--- src/rtl/shift_pipe_pkg.sv ---
// Shared definitions for the shift_pipe barrel shifter.
//   WIDTH : default datapath width (power of two)
//   SHW   : shift-amount width, which is also the pipeline depth
//   op_e  : operation encodings carried alongside each operand
package shift_pipe_pkg;

  localparam int unsigned WIDTH = 16;
  localparam int unsigned SHW   = $clog2(WIDTH);

  typedef enum logic [1:0] {
    OP_ROL = 2'b00,  // rotate left
    OP_SLL = 2'b01,  // shift left logical
    OP_ROR = 2'b10,  // rotate right
    OP_SRL = 2'b11   // shift right logical
  } op_e;

endpackage

--- src/rtl/shift_stage.sv ---
// Combinational conditional shift by a fixed distance.
//   en     : apply the shift when high, otherwise pass data_i through
//   oper   : rotate/shift direction and fill mode
//   data_i : operand
//   data_o : result
module shift_stage #(
  parameter int unsigned WIDTH = shift_pipe_pkg::WIDTH,
  parameter int unsigned DIST  = 1
) (
  input  logic                  en,
  input  shift_pipe_pkg::op_e   oper,
  input  logic [WIDTH-1:0]      data_i,
  output logic [WIDTH-1:0]      data_o
);
  import shift_pipe_pkg::*;

  always_comb begin
    data_o = data_i;
    if (en) begin
      case (oper)
        OP_ROL: data_o = {data_i[WIDTH-DIST-1:0], data_i[WIDTH-1:WIDTH-DIST]};
        OP_SLL: data_o = data_i << DIST;
        OP_ROR: data_o = {data_i[DIST-1:0], data_i[WIDTH-1:DIST]};
        OP_SRL: data_o = data_i >> DIST;
        default: data_o = data_i;
      endcase
    end
  end

endmodule

--- src/rtl/shift_pipe.sv ---
// Pipelined barrel shifter: one registered stage per shift-amount bit
// (shift by 1, 2, 4, ... in order), with a valid/ready handshake at both ends.
//   clk, rst_n          : clock (rising edge), asynchronous active-low reset
//   in_valid / in_ready : input handshake; in_ready is stage 0's ready
//   in_data             : operand
//   in_shamt            : shift amount 0..WIDTH-1
//   in_oper             : 00 rol, 01 sll, 10 ror, 11 srl
//   out_valid/out_ready : output handshake
//   out_data            : shifted result, held stable while stalled
module shift_pipe #(
  parameter  int unsigned WIDTH = shift_pipe_pkg::WIDTH,
  localparam int unsigned SHW   = $clog2(WIDTH)
) (
  input  logic              clk,
  input  logic              rst_n,
  input  logic              in_valid,
  output logic              in_ready,
  input  logic [WIDTH-1:0]  in_data,
  input  logic [SHW-1:0]    in_shamt,
  input  logic [1:0]        in_oper,
  output logic              out_valid,
  input  logic              out_ready,
  output logic [WIDTH-1:0]  out_data
);
  import shift_pipe_pkg::*;

  logic [SHW:0]                ready;
  logic [SHW-1:0]              valid_q, valid_d, src_valid, stage_en;
  logic [SHW-1:0][WIDTH-1:0]   data_q, data_d, src_data, shifted;
  logic [SHW-1:0][SHW-1:0]     shamt_q, shamt_d, src_shamt;
  op_e  [SHW-1:0]              oper_q, oper_d, src_oper;

  // Inputs to each stage: stage 0 from the ports, stage k from stage k-1.
  always_comb begin
    src_valid    = '0;
    src_data     = '0;
    src_shamt    = '0;
    src_oper     = {SHW{OP_ROL}};
    src_valid[0] = in_valid;
    src_data[0]  = in_data;
    src_shamt[0] = in_shamt;
    src_oper[0]  = op_e'(in_oper);
    for (int unsigned k = 1; k < SHW; k++) begin
      src_valid[k] = valid_q[k-1];
      src_data[k]  = data_q[k-1];
      src_shamt[k] = shamt_q[k-1];
      src_oper[k]  = oper_q[k-1];
    end
    for (int unsigned k = 0; k < SHW; k++) begin
      stage_en[k] = src_shamt[k][k];
    end
  end

  for (genvar g = 0; g < SHW; g++) begin : g_stage
    shift_stage #(
      .WIDTH (WIDTH),
      .DIST  (1 << g)
    ) u_stage (
      .en     (stage_en[g]),
      .oper   (src_oper[g]),
      .data_i (src_data[g]),
      .data_o (shifted[g])
    );
  end

  // Ready ripples back from the consumer; an empty stage is always ready,
  // which is what lets bubbles collapse while the output is stalled.
  always_comb begin
    ready      = '0;
    ready[SHW] = out_ready;
    for (int unsigned i = 0; i < SHW; i++) begin
      ready[SHW-1-i] = ~valid_q[SHW-1-i] | ready[SHW-i];
    end
  end

  always_comb begin
    valid_d = valid_q;
    data_d  = data_q;
    shamt_d = shamt_q;
    oper_d  = oper_q;
    for (int unsigned k = 0; k < SHW; k++) begin
      if (ready[k]) begin
        valid_d[k] = src_valid[k];
        data_d[k]  = shifted[k];
        shamt_d[k] = src_shamt[k];
        oper_d[k]  = src_oper[k];
      end
    end
  end

  always_ff @(posedge clk or negedge rst_n) begin
    if (!rst_n) begin
      valid_q <= '0;
    end else begin
      valid_q <= valid_d;
    end
  end

  // Payload registers carry no reset; their content is qualified by valid_q.
  always_ff @(posedge clk) begin
    data_q  <= data_d;
    shamt_q <= shamt_d;
    oper_q  <= oper_d;
  end

  assign in_ready  = ready[0];
  assign out_valid = valid_q[SHW-1];
  assign out_data  = data_q[SHW-1];

  // The last stage's shamt/oper travel with the data but feed nothing further.
  logic unused_tail;
  assign unused_tail = ^{shamt_q[SHW-1], oper_q[SHW-1]};

endmodule
--- config.mk ---
export PLATFORM = sky130hd
export DESIGN_NAME = shift_pipe
export DESIGN_NICKNAME = d
export VERILOG_FILES = /design/src/rtl/shift_pipe_pkg.sv /design/src/rtl/shift_stage.sv /design/src/rtl/shift_pipe.sv
export SDC_FILE = /design/constraint.sdc
export NUM_CORES = 1
export LEC_CHECK = 0
export ABC_CLOCK_PERIOD_IN_PS = 2550
export BUFFER_PORTS_ARGS = -buffer_cell sky130_fd_sc_hd__buf_2
export CORE_MARGIN = 5
export CORE_UTILIZATION = 42
export CTS_BUF_LIST = sky130_fd_sc_hd__clkbuf_4 sky130_fd_sc_hd__clkbuf_8 sky130_fd_sc_hd__clkbuf_16
export DETAILED_ROUTE_END_ITERATION = 16
export PLACE_DENSITY = 0.66
export SLEW_MARGIN = 5
export SYNTH_ARGS = -nofsm -noshare
export SYNTH_HDL_FRONTEND = slang
export SYNTH_SLANG_ARGS = --single-unit
--- constraint.sdc ---
create_clock -name clk -period 2.55 [get_ports clk]
set_input_delay 0.1275 -clock clk [delete_from_list [all_inputs] [get_ports clk]]
set_output_delay 0.1275 -clock clk [all_outputs]
set_load 0.02 [all_outputs]
Word level (Yosys, flattened, before mapping)
Cells that the tools add are included.
W data, S select, Z words.
{ "totals": {"regBits": 86, "in_bits": 26, "output_inout_bits": 18, "wordCells": 47} }
{ "classes": {"mux": 8, "bitwise": 8, "n_reduce_logical": 5, "n_eq_ne": 12} }
{ "ops": {"columns": ["operator", "count"], "rows": [
  ["$pmux W16 S4", 3],
  ["$mux W16", 4],
  ["$pmux W16 S3", 1],
  ["$eq A2 B2 Y1 const B", 8],
  ["$eq A2 B1 Y1 const B", 4],
  ["$logic_not A2 Y1", 4],
  ["$not A1 Y1", 4],
  ["$or A1 B1 Y1", 4],
  ["$reduce_or A2 Y1", 1]
]} }

Logic depth before layout (Yosys ltp)
{ "logic_depth": {"ltp_word": 5, "ltp_mapped": 4, "depth_no_buf": 3} }

Cells and area by module
Synthesis repeated with hierarchy kept, for this count alone.
{ "hier_totals": {"hier_cells": 333, "area_unflattened_um2": 4000.1} }
{ "modules_own_cells": {"columns": ["module", "cells_per_inst", "seq_area_each_um2", "area_each_um2", "n_inst"], "rows": [
  ["shift_pipe", 105, 2382.3, 2570.0, 1],
  ["shift_stage at g_stage[2].u_stage", 61, 0.0, 367.9, 1],
  ["shift_stage at g_stage[3].u_stage", 55, 0.0, 365.4, 1],
  ["shift_stage at g_stage[1].u_stage", 57, 0.0, 352.8, 1],
  ["shift_stage at g_stage[0].u_stage", 55, 0.0, 344.1, 1]
]} }

Worst setup path before layout
No wires, ideal clock.
{ "synth_path": {"kind": "register to register", "startpoint": "reg valid_q[3]", "endpoint": "reg data_q[0] in the netlist's numbering (enable)", "setup_slack_ns": 0.481, "path_buffers": 0, "required_ns": 1.973, "arrival_ns": 1.492, "synth_period_minus_slack_ns": 2.069, "stages_incl_launch_ff": 3, "setup_ns": 0.577, "cell_sequence": "dfrtp_1 > nor2b_1 > nand4_1"} }
{ "synth_between": {"elab_chain_cells": 5} }
{ "synth_rtl": {"columns": ["element", "line", "source"], "rows": [
  ["from (decl)", "shift_pipe.sv:28", "logic [SHW-1:0] valid_q, valid_d, src_valid, stage_en;"],
  ["from (signal assigned)", "shift_pipe.sv:95", "valid_q <= valid_d;"],
  ["$not A1 Y1", "shift_pipe.sv:72", "ready[SHW-1-i] = ~valid_q[SHW-1-i] | ready[SHW-i];"],
  ["$or A1 B1 Y1 (4 in series)", "shift_pipe.sv:72", null],
  ["net in_ready", "shift_pipe.sv:17", "output logic in_ready,"],
  ["to (signal assigned)", "shift_pipe.sv:101", "data_q <= data_d;"],
  ["to (decl)", "shift_pipe.sv:29", "logic [SHW-1:0][WIDTH-1:0] data_q, data_d, src_data, shifted;"]
]} }
The timed path passes the listed nets, and every way through them passes these cells.
A chain may end at the register's enable or synchronous reset.

Worst setup path after layout
{ "layout_path": {"startpoint": "reg valid_q[3]", "endpoint": "out in_ready"} }
{ "layout_between": {"elab_chain_cells": 5} }
{ "layout_rtl": {"columns": ["element", "line"], "rows": [
  ["$not A1 Y1", "shift_pipe.sv:72"],
  ["$or A1 B1 Y1 (4 in series)", "shift_pipe.sv:72"],
  ["to (decl)", "shift_pipe.sv:17"]
]} }
Every way passes these cells.

==> impl_metrics.ini <==
[hold_path]
hp-class = input pin to async pin

[timing]
fin_crit_ns = 1.66
finalSetupViolations = 0
timing.fmax_mhz = 603
fin_setup_tns_ns = 0
setup_slack_ns = 0.892
finalCritPeriodShare_pct = 65.0
tightest_slew_ns = 0.880
skew_ns = 0.0126
grt_setup_unrepaired = false
relSlewSlack_pct = 41.1
slew_viol_final = 0
hold_viol = 0

[power_and_ir_drop]
powerDensity_mw_per_mm2 = 801
p_leak_nw = 1.73
ir_drop_v = 0.000312

[synthesis]
synth.cell_area_sq_mm = 0.00386
synth_seq_cells = 80
syn_inst = 333
yosysSeqAreaShare_pct = 61.6
synthesis.nets = 359
synthDistinctLibCells = 22
ys_warn_count = 0
syn_avg_cell_area_sq_um = 11.6

[floorplanning]
die_h_microns = 106
die_w_microns = 106
ioPinCount = 44
fp.dieArea_sq_mm = 0.0112
rows = 35
start_util_pct = 42.4
core-area_sq_mm = 0.00911

[placement]
finalWeightedCongestion = 0.779
preCtsSetupSlack_ns = 0.924
portBuffers = 43
hpwl_microns = 4330
place_area_sq_mm = 0.00401

[finish]
diodes = 0
final_cell_mix = edfxtp_1, nor2_1, buf_2, mux2i_1, a21oi_1
regArea_sq_mm = 0.00238
final_nets = 385
layout_commonest_cell = edfxtp_1
drive_gt1_share_pct = 17.0
multi_input_area_sq_mm = 0.00119
area_delta_synth_final_pct = 10.8
finalInstanceArea_sq_mm = 0.00428
num-fill-cells = 836

[setup_path]
cp.required_ns = 2.42
cp_cell_sequence = nor2b_1, nand4_1, buf_4, buf_2
r2r_slack_ns = 0.91
worstRegToRegCells = 2
crit_slowest_cell = dfrtp_1
worstPathMaxFanout = 22
end_kind = primary output
r2r_end = data_q[16]
cp-start-kind = flip-flop
arrival_ns = 1.53
criticalPathCategory = flip-flop to primary output
max_stage_delay_ns = 0.41
r2r_start = oper_q[1]

[clocking]
cts-htree-levels = 3
post_cts_resized = 0
cts_num_sinks = 80
cts_inserted_buffers = 9
cts_buffer_depth = 2
postCtsSetupRepairBufs = 0
clockRootBuffer = clkbuf_8
clk_pin_slew_ns = 0.08
clock_latency_ns = 0.35
cts_tree = done

[global_route]
grt_usage_pct = 11.4
grt_max_degree = 33
antenna_found_initial = 0
grt_overflow_total = 0
grt_pass1_wl_microns = 10200
grt_pass1_vias = 2250

[routing]
finalWirelength_microns = 5850
vias_per_cell = 4.94
ant_nets = 0
drt-pass1-iter-count = 4
drt_first_iter_violations = 58
route.detailed.drc = 0
wl_per_cell_microns = 12.3
vias = 2345

[run]
drv_cap = 0

[status]
status = completed
==> metal layers <==
metal / wire length [microns] / track usage [%]
met2: 2890 / 19.3
met3: 329 / 3.89
met1: 2560 / 13.2
met5: 0 / 0
met4: 65 / 4.63
==> sequential cells by signal, indices dropped and copies added (netlist names) <==
name      flops
valid_q       4
out_data     16
shamt_q       6
data_q       48
oper_q        6
==> worst max path at each step <==
stage | start | end | slack (ns) | depth (start not counted)
finish | valid_q[3] | in_ready | 0.89 | 4
global route | valid_q[3] | in_ready | 0.76 | 4
CTS | valid_q[3] | in_ready | 0.85 | 4
detailed placement | oper_q[1] | data_q[16] | 0.92 | 2
global placement | oper_q[1] | data_q[16] | 0.98 | 2
floorplan | valid_q[3] | data_q[0] | 0.48 | 2
==> stage by stage <==
stage                     util [%]  std cells  power (mW)  hold WS, ns
after floorplan                  -        333        2.38       -0.168
after global placement        44.0        453        2.45      -0.0660
after detailed placement      44.0        453        2.48      -0.0631
after CTS                     47.0        475        3.48       0.0790
after global routing          47.0        475        3.62        0.109
final                         47.0        475        3.43        0.112
==> cell type report <==
type	count	share of cell area, %
repair buffers	51	6.78
inverters	17	1.49
well taps	111	3.24
flip-flops and latches	80	55.6
clock buffers	10	3.07
multi-input cells	200	27.8
clock inverters	6	1.96
==> worst max-delay path: cells and delay by family (launching register included) <==
kind          cells  cell delay (ns)
buf+inv           2             0.50
flops             1             0.41
simple gates      2             0.26
==> report_power, final <==
group          leakage, nW  total (mW)  internal (mW)  switching, mW
Combinational        0.811       0.538          0.237          0.301
Clock                0.113       0.980          0.558          0.422
Sequential           0.805        1.91           1.74          0.176
Total                 1.73        3.43           2.53          0.900
==> kinds of logic after synthesis <==
family | after synthesis | synth area share, %
and+or+nand+nor | 101 | 12.5
DFF | 80 | 61.6
AOI/OAI and AO/OA | 65 | 9.52
buffers and inverters | 53 | 7.51
muxes | 34 | 8.81
==> what timing repair did <==
item | CTS | global route
hold buffers | 6 | 0
setup endpoints to repair | 0 | 0
hold endpoints to repair | 9 | 0
==> cell usage after synthesis <==
| cell type | count | area (sq um) |
|---|---|---|
| a21oi_1 | 34 | 170 |
| a31oi_1 | 14 | 87.6 |
| a41o_1 | 1 | 10.0 |
| and2_1 | 1 | 6.26 |
| buf_2 | 4 | 20.0 |
| buf_4 | 17 | 128 |
| buf_6 | 3 | 33.8 |
| clkbuf_1 | 12 | 45.0 |
| dfrtp_1 | 4 | 100 |
| edfxtp_1 | 76 | 2280 |
| inv_1 | 17 | 63.8 |
| mux2i_1 | 34 | 340 |
| nand2_1 | 23 | 86.3 |
| nand2b_1 | 10 | 62.6 |
| nand3b_1 | 8 | 60.1 |
| nand4_1 | 1 | 6.26 |
| nand4b_1 | 1 | 8.76 |
| nor2_1 | 48 | 180 |
| nor2b_1 | 2 | 12.5 |
| o22ai_1 | 16 | 100 |
| or3b_1 | 6 | 52.6 |
| or3b_2 | 1 | 8.76 |
(Power assumes the default switching activity.)
